**src/rtl/reg_file_if.sv**
```systemverilog
// Register-file bus: one write port, two read ports, issue/scoreboard signals.
interface reg_file_if #(
  parameter int WIDTH = 16,
  parameter int NREG  = 16
);
  logic              we;
  logic [3:0]        waddr;
  logic [WIDTH-1:0]  wdata;
  logic [3:0]        raddr_a;
  logic [3:0]        raddr_b;
  logic [WIDTH-1:0]  rdata_a;
  logic [WIDTH-1:0]  rdata_b;
  logic              rdy_a;
  logic              rdy_b;
  logic              issue_en;
  logic [3:0]        issue_addr;
  logic [NREG-1:0]   pending;

  // Requester side: drives writes, read addresses and issues.
  modport master (
    output we, waddr, wdata, raddr_a, raddr_b, issue_en, issue_addr,
    input  rdata_a, rdata_b, rdy_a, rdy_b, pending
  );

  // Register-file side.
  modport slave (
    input  we, waddr, wdata, raddr_a, raddr_b, issue_en, issue_addr,
    output rdata_a, rdata_b, rdy_a, rdy_b, pending
  );
endinterface

```
**src/rtl/reg_file.sv**
```systemverilog
// Two-read / one-write register file with write-through bypass and a
// one-bit-per-register pending scoreboard for operand readiness.
// Addresses are 4 bits wide; NREG may be at most 16.
module reg_file #(
  parameter int WIDTH = 16,
  parameter int NREG  = 16
) (
  input  logic        clk,
  input  logic        reset,
  reg_file_if.slave   bus
);

  logic [WIDTH-1:0] r_regs [NREG];
  logic [NREG-1:0]  r_pending;
  logic [NREG-1:0]  w_pending_nxt;
  logic [WIDTH-1:0] w_rdata_a;
  logic [WIDTH-1:0] w_rdata_b;
  logic             w_rdy_a;
  logic             w_rdy_b;
  logic             w_wr_ok;
  logic             w_iss_ok;

  // Addresses at or beyond NREG do not map to storage.
  function automatic logic f_in_range(input logic [3:0] addr);
    return (int'(addr) < NREG);
  endfunction

  assign w_wr_ok  = bus.we & f_in_range(bus.waddr);
  assign w_iss_ok = bus.issue_en & f_in_range(bus.issue_addr);

  // Data storage: reset clears everything, otherwise one write per edge.
  always_ff @(posedge clk or posedge reset) begin
    if (reset) begin
      for (int i = 0; i < NREG; i++) begin
        r_regs[i] <= {WIDTH{1'b0}};
      end
    end else if (w_wr_ok) begin
      r_regs[bus.waddr] <= bus.wdata;
    end
  end

  // Scoreboard next state: a write clears, an issue sets, and set is
  // applied last so it wins a same-address collision.
  always_comb begin
    w_pending_nxt = r_pending;
    if (w_wr_ok) begin
      w_pending_nxt[bus.waddr] = 1'b0;
    end else begin
      w_pending_nxt = w_pending_nxt;
    end
    if (w_iss_ok) begin
      w_pending_nxt[bus.issue_addr] = 1'b1;
    end else begin
      w_pending_nxt = w_pending_nxt;
    end
  end

  // Scoreboard register.
  always_ff @(posedge clk or posedge reset) begin
    if (reset) begin
      r_pending <= {NREG{1'b0}};
    end else begin
      r_pending <= w_pending_nxt;
    end
  end

  // Read port A: bypass the in-flight write, else storage; forced idle in reset.
  always_comb begin
    w_rdata_a = {WIDTH{1'b0}};
    w_rdy_a   = 1'b1;
    if (reset || !f_in_range(bus.raddr_a)) begin
      w_rdata_a = {WIDTH{1'b0}};
      w_rdy_a   = 1'b1;
    end else if (w_wr_ok && (bus.waddr == bus.raddr_a)) begin
      w_rdata_a = bus.wdata;
      w_rdy_a   = 1'b1;
    end else begin
      w_rdata_a = r_regs[bus.raddr_a];
      w_rdy_a   = ~r_pending[bus.raddr_a];
    end
  end

  // Read port B: same structure as port A, fully independent.
  always_comb begin
    w_rdata_b = {WIDTH{1'b0}};
    w_rdy_b   = 1'b1;
    if (reset || !f_in_range(bus.raddr_b)) begin
      w_rdata_b = {WIDTH{1'b0}};
      w_rdy_b   = 1'b1;
    end else if (w_wr_ok && (bus.waddr == bus.raddr_b)) begin
      w_rdata_b = bus.wdata;
      w_rdy_b   = 1'b1;
    end else begin
      w_rdata_b = r_regs[bus.raddr_b];
      w_rdy_b   = ~r_pending[bus.raddr_b];
    end
  end

  assign bus.rdata_a = w_rdata_a;
  assign bus.rdata_b = w_rdata_b;
  assign bus.rdy_a   = w_rdy_a;
  assign bus.rdy_b   = w_rdy_b;
  assign bus.pending = r_pending;

endmodule
```
**src/flat_wrapper.sv**
```systemverilog
// flat-port wrapper written by rule: the top's interface ports become plain ports
module reg_file_flat 
#(
  parameter int WIDTH = 16,
  parameter int NREG  = 16
)
  (clk, reset, bus_we, bus_waddr, bus_wdata, bus_raddr_a, bus_raddr_b, bus_issue_en, bus_issue_addr, bus_rdata_a, bus_rdata_b, bus_rdy_a, bus_rdy_b, bus_pending);
  reg_file_if #(.WIDTH(WIDTH), .NREG(NREG)) bus_i ();
  input  logic clk;
  input  logic reset;
  input wire logic [$bits(bus_i.we)-1:0] bus_we;
  input wire logic [$bits(bus_i.waddr)-1:0] bus_waddr;
  input wire logic [$bits(bus_i.wdata)-1:0] bus_wdata;
  input wire logic [$bits(bus_i.raddr_a)-1:0] bus_raddr_a;
  input wire logic [$bits(bus_i.raddr_b)-1:0] bus_raddr_b;
  input wire logic [$bits(bus_i.issue_en)-1:0] bus_issue_en;
  input wire logic [$bits(bus_i.issue_addr)-1:0] bus_issue_addr;
  output wire logic [$bits(bus_i.rdata_a)-1:0] bus_rdata_a;
  output wire logic [$bits(bus_i.rdata_b)-1:0] bus_rdata_b;
  output wire logic [$bits(bus_i.rdy_a)-1:0] bus_rdy_a;
  output wire logic [$bits(bus_i.rdy_b)-1:0] bus_rdy_b;
  output wire logic [$bits(bus_i.pending)-1:0] bus_pending;
  assign bus_i.we = bus_we;
  assign bus_i.waddr = bus_waddr;
  assign bus_i.wdata = bus_wdata;
  assign bus_i.raddr_a = bus_raddr_a;
  assign bus_i.raddr_b = bus_raddr_b;
  assign bus_i.issue_en = bus_issue_en;
  assign bus_i.issue_addr = bus_issue_addr;
  assign bus_rdata_a = bus_i.rdata_a;
  assign bus_rdata_b = bus_i.rdata_b;
  assign bus_rdy_a = bus_i.rdy_a;
  assign bus_rdy_b = bus_i.rdy_b;
  assign bus_pending = bus_i.pending;
  reg_file #(.WIDTH(WIDTH), .NREG(NREG)) u_core (.clk(clk), .reset(reset), .bus(bus_i));
endmodule
```
**config.mk**
```make
export PLATFORM = sky130hd
export DESIGN_NAME = reg_file_flat
export DESIGN_NICKNAME = d
export VERILOG_FILES = /design/src/rtl/reg_file_if.sv /design/src/rtl/reg_file.sv /design/src/flat_wrapper.sv
export SDC_FILE = /design/constraint.sdc
export NUM_CORES = 1
export LEC_CHECK = 0
export BUFFER_PORTS_ARGS = -buffer_cell sky130_fd_sc_hd__buf_2
export CAP_MARGIN = 20
export CORE_MARGIN = 10
export CORE_UTILIZATION = 52
export CTS_BUF_LIST = sky130_fd_sc_hd__clkbuf_8
export DETAILED_ROUTE_END_ITERATION = 12
export PLACE_DENSITY = 0.7
export SLEW_MARGIN = 10
export SYNTH_ARGS = -nofsm -noshare
export SYNTH_HDL_FRONTEND = slang
export SYNTH_SLANG_ARGS = --single-unit
export TNS_END_PERCENT = 10
```
**constraint.sdc**
```tcl
create_clock -name clk -period 18.05 [get_ports clk]
set_input_delay 2.7075 -clock clk [delete_from_list [all_inputs] [get_ports clk]]
set_output_delay 2.7075 -clock clk [all_outputs]
set_load 0.1 [all_outputs]
```
==> metrics.yaml, run 1 <==
crit_arrival_ns: 5.49
synth.distinct_cells: 31
setup_tns_ns: 0
routed_wl_um: 40900
worstPathRequired_ns: 15.34
synth_flop_cell: "dfrtp_1"
h-tree-depth: 2
grt_remaining_overflow: 0
fmax_mhz: 122
ys_seq_area_frac: 0.463
dp_hpwl_um: 24200
dieArea_um2: 35400
start_kind: "input port"
final-setup-viol-count: 0
pwr-share-seq: 0.427
grt_max_degree: 128
min_path_type: "flop to flop"
fin_crit_sh: 0.454
status: "completed"
wl_per_cell_um: 27.9
hp-start: "u_core.r_regs[114]"
synth_edf_count: 0
hold_viol_final: 0
syn_area_per_cell_um2: 15.0
ir_drop_mv: 0.0711
combinationalPowerShare: 0.285
fillerInstances: 2208
start_util: 0.527
async_reset_ff_frac: 1.00
synthToLayoutAreaGrowth_pct: 11.6
dr.pass1.iters: 5
critPathLaunch: "bus_raddr_b[0]"
slew_headroom: 0.175
clock_skew_ns: 0
switching_share: 0.331
cts_buffers: 47
initialDrtViolationCount: 768
worst_pin_slew_ns: 1.24
internal_power_mw: 1.35
cap_violations: 0
portBuffers: 85
core_um2: 27900
drcViolationCount: 0
rsz0062_at_grt: "no"
hold_slack_ns: 0.519
detail_route.vias_per_cell: 6.57
pwr-share-clk: 0.288
cts_sinks: 272
holdBufCountCts: 0
clockRootBuffer: "clkbuf_8"
power.density_nw_per_um2: 123
antenna_found_initial: 0
cp_max_fo: 32
p_sw_mw: 0.668
clk_pin_slew_worst_paths_ns: 0.05
ant_nets: 0
yosysWarnings: 0
pin_count: 86
syn_inst: 982
critPathCaptureType: "output port"
gr-usage-all-layers: 0.230
die_h_um: 188
finalWeightedCongestion: 0.809
cts_resized: 0
critPathKind: "input port to output port"
vias: 9623
tritoncts: "yes"
rows: 61
cts_setup_buffers: 0
p_leak_nw: 7.02
grt_pass1_vias: 10300
period_minus_slack_ns: 8.20
mappedNetlistArea_um2: 14700
clkLatencyLatePin_ns: 0.57
n_antenna_cell: 0
nets: 1088
fp.dieW_um: 188
ys_ff_latch: 272
slew_violations: 0
grt_pass1_wl_um: 62700
clk_path_buf_depth: 3
rr_startpoint: "u_core.r_regs[126]"
drive_above_1_share: 0.550
syn_nets: 1018
==> worst paths after layout <==
check / endpoint / slack [ns] / cells past startpoint
max: bus_rdata_b[1] / 9.85 / 7
max in group asynchronous: u_core.r_regs[161] / 14.24 / 3
min in group asynchronous: u_core.r_regs[62] / 2.35 / 2
min: u_core.r_regs[114] / 0.52 / 1
max reg2reg: u_core.r_regs[126] / 17.24 / 1
min reg2reg: u_core.r_regs[114] / 0.52 / 1
==> through the flow <==
step / worst slack [ns] / cell area, um^2 / utilization / cells / power, mW
final: 9.85 / 16400 / 0.589 / 1464 / 2.02
after global routing: 9.68 / 16400 / 0.589 / 1464 / 2.11
after CTS: 9.84 / 16400 / 0.588 / 1463 / 2.02
after detailed placement: 9.84 / 15400 / 0.553 / 1380 / 1.44
after global placement: 9.90 / 15400 / 0.553 / 1380 / 1.42
after floorplan: 5.23 / 14700 / - / 982 / 1.32
==> registers in the layout, summed over array words and instances, names as in the netlist <==
name                flops
u_core.bus.pending     16
u_core.r_regs         256
==> metal layers <==
metal  wire, um  vias to the layer above  GRT usage
met5          0                        -          0
met3       3070                       96     0.0506
met1      17300                     5149      0.304
met2      19200                      400      0.367
met4       1310                        0     0.0834
li1           -                     3978          -
==> area by class of cell <==
cell class | instances | area, um^2 | area share
tap | 378 | 473 | 0.0288
clock buffer | 60 | 826 | 0.0504
inverter | 4 | 22.5 | 0.00137
multi-input combinational | 609 | 7420 | 0.452
timing repair buffer | 118 | 703 | 0.0429
sequential | 272 | 6810 | 0.415
clock inverter | 23 | 149 | 0.00908
==> cells in the mapped netlist (3+ instances only) <==
master	count	area [um^2]
dfrtp_1	272	6810
mux2_2	254	2860
mux4_2	138	3110
a22oi_1	64	480
nand2_1	44	165
buf_2	42	210
clkbuf_1	37	139
a22o_1	32	280
o21ai_0	17	85.1
nand2b_1	8	50.1
nor2_2	8	50.1
xor2_1	8	70.1
buf_1	7	26.3
buf_6	6	67.6
nor2_1	5	18.8
inv_1	4	15.0
nand3b_1	4	30.0
nor2b_1	4	25.0
a32o_1	3	30.0
and3_1	3	18.8
buf_4	3	22.5
nand3_1	3	15.0
o31ai_1	3	22.5
==> power groups by stage <==
stage / clock (mW) / sequential (mW) / combinational, mW
global placement: 0 / 0.855 / 0.565
floorplan: 0 / 0.888 / 0.429
global route: 0.620 / 0.878 / 0.610
CTS: 0.590 / 0.858 / 0.577
detailed placement: 0 / 0.868 / 0.576
finish: 0.580 / 0.861 / 0.576
==> cells in the final DEF, fill, tap and decap left out, types with 2 or more instances in the layout <==
cell	netlist	layout
xor2_1	8	8
nor2b_2	0	4
dfrtp_1	272	272
a22oi_1	64	64
mux2_1	2	2
a22o_1	32	32
inv_1	4	18
a32o_1	3	3
and3_1	3	3
nand3_1	3	3
o21ai_0	17	17
mux2_2	254	254
clkinv_2	0	5
clkbuf_8	0	60
bufinv_16	0	2
mux4_2	138	138
nand3b_1	4	4
nor2_2	8	11
nand2b_1	8	8
and2_1	2	2
nor4_1	2	2
nand2_1	44	44
o31ai_1	3	3
buf_2	42	81
buf_4	3	36
nor2_1	5	2
a21oi_2	0	2
==> kinds of logic after synthesis <==
kind of cell / Yosys count / share of synthesized area
muxes: 394 / 0.408
xor gates and xnor gates: 8 / 0.00477
DFF: 272 / 0.463
buffers and inverters: 101 / 0.0334
and+or+nand+nor: 85 / 0.0284
AOI/OAI and AO/OA: 122 / 0.0624
==> critical path, cell delays in order <==
cell	delay, ns
buf_4	0.52
xor2_1	0.16
nor4_1	0.38
and3_1	0.77
buf_4	0.33
a22o_1	0.17
buf_2	0.42
Note: power is estimated with default switching activity, not from simulation.
==> inputs of run 2 (changes only) <==
--- a/config.mk
+++ b/config.mk
@@ -11,7 +11,7 @@
 export CORE_UTILIZATION = 52
 export CTS_BUF_LIST = sky130_fd_sc_hd__clkbuf_8
 export DETAILED_ROUTE_END_ITERATION = 12
-export PLACE_DENSITY = 0.7
+export PLACE_DENSITY = 0.72
 export SLEW_MARGIN = 10
 export SYNTH_ARGS = -nofsm -noshare
 export SYNTH_HDL_FRONTEND = slang
==> constraint.sdc (replaced) <==
create_clock -name clk -period 6.8 [get_ports clk]
set_input_delay 1.02 -clock clk [delete_from_list [all_inputs] [get_ports clk]]
set_output_delay 1.02 -clock clk [all_outputs]
set_load 0.1 [all_outputs]
==> metrics.yaml, run 2 (same netlist as run 1, synthesis figures left out) <==
hold_viol_final: 0
fmax_mhz: 203
path_cells: "buf_4, xor2_1, nor4_1, and3_1, buf_4, a22o_2, buf_2"
ir_drop_mv: 0.138
rows: 61
worstPathRequired_ns: 5.78
ant_nets: 0
clk_path_buf_depth: 3
portBuffers: 85
pwr-share-clk: 0.294
combinationalPowerShare: 0.285
tritoncts: "yes"
hold_slack_ns: 0.469
h-tree-depth: 2
cap_violations: 0
dieArea_um2: 35400
die_h_um: 188
cts_setup_buffers: 0
drt-met1-wl_um: 16300
slew_headroom: 0.186
p_sw_mw: 1.76
period_minus_slack_ns: 4.92
fin_area_um2: 16600
critPathKind: "input port to output port"
wl_met3_um: 2760
cts_resized: 0
clock_skew_ns: 0
cts_buffers: 49
status: "completed"
core_um2: 27900
finalWeightedCongestion: 0.821
pin_count: 86
critPathCaptureType: "output port"
final-setup-viol-count: 0
slew_violations: 0
clockRootBuffer: "clkbuf_8"
drcViolationCount: 0
initialDrtViolationCount: 814
clkLatencyLatePin_ns: 0.57
routed_wl_um: 38800
grt_max_degree: 182
path_common_cell: "buf_4"
vias: 9404
grt_pass1_wl_um: 60400
start_kind: "input port"
dp_hpwl_um: 23600
cts_sinks: 272
largest_reg_flops: 256
n_antenna_cell: 0
synthToLayoutAreaGrowth_pct: 13.0
power.density_nw_per_um2: 326
utilization: 0.596
detail_route.vias_per_cell: 6.42
wl_met2_um: 18800
min_path_type: "input port to async pin"
final_cell_mix: "dfrtp_1 (272), mux2_2 (254), mux4_2 (138)"
place_area_um2: 15600
p_leak_nw: 7.13
crit_slowest_cell: "and3_1"
nets: 1086
layout_commonest_cell: "dfrtp_1"
highest_layer: "met4"
dr.pass1.iters: 5
largest_register: "u_core.r_regs"
rsz0062_at_grt: "no"
gr-usage-all-layers: 0.219
fin_crit_sh: 0.723
switching_share: 0.325
grt_remaining_overflow: 0
antenna_found_initial: 0
worst_pin_slew_ns: 1.21
clk_pin_slew_worst_paths_ns: 0.06
grt_pass1_vias: 9930
drive_above_1_share: 0.577
internal_power_mw: 3.65
crit_arrival_ns: 3.90
cp_max_fo: 44
wl_per_cell_um: 26.5
holdBufCountCts: 0
cp_slowest_stage_delay_ns: 0.75
pwr-share-seq: 0.421
start_util: 0.527
fp.dieW_um: 188
run 2: layer usage:
metal / vias up / global-route usage
met2: 361 / 0.353
met5: - / 0
li1: 3988 / -
met1: 4990 / 0.290
met4: 0 / 0.0674
met3: 65 / 0.0481
run 2: power by group through the flow:
stage / Combinational [mW] / Clock, mW / Sequential (mW)
after detailed placement: 1.55 / 0 / 2.29
after CTS: 1.56 / 1.63 / 2.27
final: 1.54 / 1.59 / 2.28
after global routing: 1.64 / 1.70 / 2.32
after floorplan: 1.17 / 0 / 2.36
after global placement: 1.52 / 0 / 2.26
run 2: final cells by class:
cell class / count / area (um^2)
clock inverter: 19 / 104
multi-input combinational: 609 / 7610
clock buffer: 68 / 936
sequential: 272 / 6810
timing repair buffer: 114 / 666
fill: 2181 / 11200
tap: 378 / 473
inverter: 4 / 18.8
run 2: path summary, 6_finish.rpt:
path	from	endpoint	slack, ns	cells after the start
hold / removal	reset	u_core.bus.pending[13]	0.47	2
min in group clk	u_core.r_regs[30]	u_core.r_regs[30]	0.52	1
max in group asynchronous	reset	u_core.r_regs[70]	4.11	4
setup / recovery	bus_raddr_a[0]	bus_rdata_a[15]	1.88	7
setup reg to reg	u_core.r_regs[191]	u_core.r_regs[191]	5.99	1
hold reg to reg	u_core.r_regs[30]	u_core.r_regs[30]	0.52	1
run 2: per-stage QoR:
stage	setup WS, ns	std cells	setup TNS [ns]	power (mW)
6_report	1.88	1464	0	5.41
3_3_place_gp	1.94	1377	0	3.79
4_1_cts	1.88	1464	0	5.45
5_1_grt	1.72	1464	0	5.66
2_1_floorplan	-0.428	982	-13.16	3.53
3_5_place_dp	1.88	1377	0	3.85
run 2: critical path: cells and delay by family:
kind / cells / cell delay (ns)
buffers and inverters: 3 / 1.44
AND/OR/NAND/NOR: 2 / 1.11
AO/OA/AOI/OAI: 1 / 0.18
XOR/XNOR: 1 / 0.14
==> inputs of run 3 (changes only) <==
--- a/config.mk
+++ b/config.mk
@@ -11,7 +11,7 @@
 export CORE_UTILIZATION = 52
 export CTS_BUF_LIST = sky130_fd_sc_hd__clkbuf_8
 export DETAILED_ROUTE_END_ITERATION = 12
-export PLACE_DENSITY = 0.72
+export PLACE_DENSITY = 0.7
 export SLEW_MARGIN = 10
 export SYNTH_ARGS = -nofsm -noshare
 export SYNTH_HDL_FRONTEND = slang
==> constraint.sdc (replaced) <==
create_clock -name clk -period 4.95 [get_ports clk]
set_input_delay 0.7425 -clock clk [delete_from_list [all_inputs] [get_ports clk]]
set_output_delay 0.7425 -clock clk [all_outputs]
set_load 0.1 [all_outputs]
==> metrics.yaml, run 3 (same netlist as run 1, synthesis figures left out) <==
clockRootBuffer: "clkbuf_8"
clk_path_buf_depth: 3
p_sw_mw: 2.44
path_cells: "buf_4, xor2_1, nor4_1, and3_1, buf_4, a22o_2, buf_2"
rr_startpoint: "u_core.r_regs[135]"
initialDrtViolationCount: 801
gr-usage-all-layers: 0.231
rsz0062_at_grt: "no"
vias: 9604
portBuffers: 85
combinationalPowerShare: 0.297
fp.dieW_um: 188
critPathLaunch: "bus_raddr_b[0]"
drive_above_1_share: 0.578
ff_latch_area_um2: 6810
cp_slowest_stage_delay_ns: 0.46
cts_buffers: 46
fillerInstances: 2168
cp_max_fo: 21
worst_pin_slew_ns: 1.06
start_kind: "input port"
period_minus_slack_ns: 3.76
dr.pass1.iters: 5
drcViolationCount: 0
setup_tns_ns: 0
path_common_cell: "buf_4"
antenna_found_initial: 1
fin_area_um2: 16800
cts_resized: 0
critPathKind: "input port to output port"
status: "completed"
pin_count: 86
grt_pass1_wl_um: 62800
dp_hpwl_um: 23600
cap_violations: 0
internal_power_mw: 4.98
fin_crit_sh: 0.759
slew_headroom: 0.294
rows: 61
crit_arrival_ns: 3.01
largest_register: "u_core.r_regs"
crit_slowest_cell: "nor4_1"
final-setup-viol-count: 0
switching_share: 0.329
detail_route.vias_per_cell: 6.54
pwr-share-clk: 0.281
ant_nets: 0
ir_drop_mv: 0.217
clock_skew_ns: 0
wl_per_cell_um: 27.9
p_leak_nw: 7.21
hold_viol_final: 0
place_area_um2: 15900
routed_wl_um: 40900
synthToLayoutAreaGrowth_pct: 14.6
multi_input_area_um2: 7630
die_h_um: 188
holdBufCountCts: 0
worstPathRequired_ns: 4.21
largest_reg_flops: 256
start_util: 0.527
min_path_type: "input port to async pin"
core_um2: 27900
h-tree-depth: 2
power.density_nw_per_um2: 441
grt_pass1_vias: 10200
critPathCaptureType: "output port"
final_cell_mix: "dfrtp_1 (272), mux2_2 (254), mux4_2 (138)"
grt_max_degree: 188
finalWeightedCongestion: 0.796
cts_setup_buffers: 0
slew_violations: 0
fmax_mhz: 266
pwr-share-seq: 0.422
nets: 1091
cts_sinks: 272
tritoncts: "yes"
utilization: 0.605
dieArea_um2: 35400
hold_slack_ns: 0.153
layout_commonest_cell: "dfrtp_1"
clk_pin_slew_worst_paths_ns: 0.06
grt_remaining_overflow: 0
totalPowerFinal_mw: 7.42
clkLatencyLatePin_ns: 0.55
[run 3: changes by cell type in the layout (fill, tap and decap cells not counted), sizes merged]
cell	before	now
buf	114	122
diode	0	1
inv	18	21
bufinv	1	2
clkbuf	68	59
[run 3: final cells by class]
class / count / share of cell area
multi-input cells: 609 / 0.453
flip-flops and latches: 272 / 0.404
repair buffers: 122 / 0.0570
clock buffers: 59 / 0.0482
well taps: 378 / 0.0281
clock inverters: 23 / 0.00862
inverters: 4 / 0.00111
diodes: 1 / 0.000149
[run 3: stage by stage]
stage,cells,worst slack (ns)
floorplan,982,-1.72
global placement,1384,0.887
detailed placement,1384,1.17
CTS,1466,1.18
global route,1467,1.02
finish,1468,1.19
[run 3: path summary, 6_finish.rpt]
path / endpoint / slack [ns] / depth (start not counted)
worst min register to register: u_core.r_regs[191] / 0.52 / 1
worst min-delay path: u_core.bus.pending[13] / 0.15 / 2
max in group asynchronous: u_core.r_regs[55] / 2.99 / 5
worst max register to register: u_core.r_regs[135] / 4.15 / 1
min in group clk: u_core.bus.pending[2] / 0.45 / 2
worst max-delay path: bus_rdata_b[15] / 1.19 / 7
[run 3: metal layers]
layer  up-vias  share of wire  GRT usage
met5         -              0          0
met4         0          0.027     0.0723
met3        95          0.086     0.0596
met2       426           0.47      0.365
met1      5088           0.41      0.308
li1       3995              -          -
[run 3: critical path: cells and delay by family]
family | cells | cell delay [ns]
buffers and inverters | 3 | 1.20
AOI/OAI and AO/OA | 1 | 0.25
xor gates and xnor gates | 1 | 0.11
and+or+nand+nor | 2 | 0.69
[run 3: power by group through the flow]
| stage | sequential, mW | clock, mW | combinational, mW |
|---|---|---|---|
| finish | 3.13 | 2.09 | 2.21 |
| global route | 3.19 | 2.22 | 2.34 |
| CTS | 3.11 | 2.12 | 2.21 |
| detailed placement | 3.15 | 0 | 2.21 |
| global placement | 3.11 | 0 | 2.17 |
| floorplan | 3.24 | 0 | 1.61 |
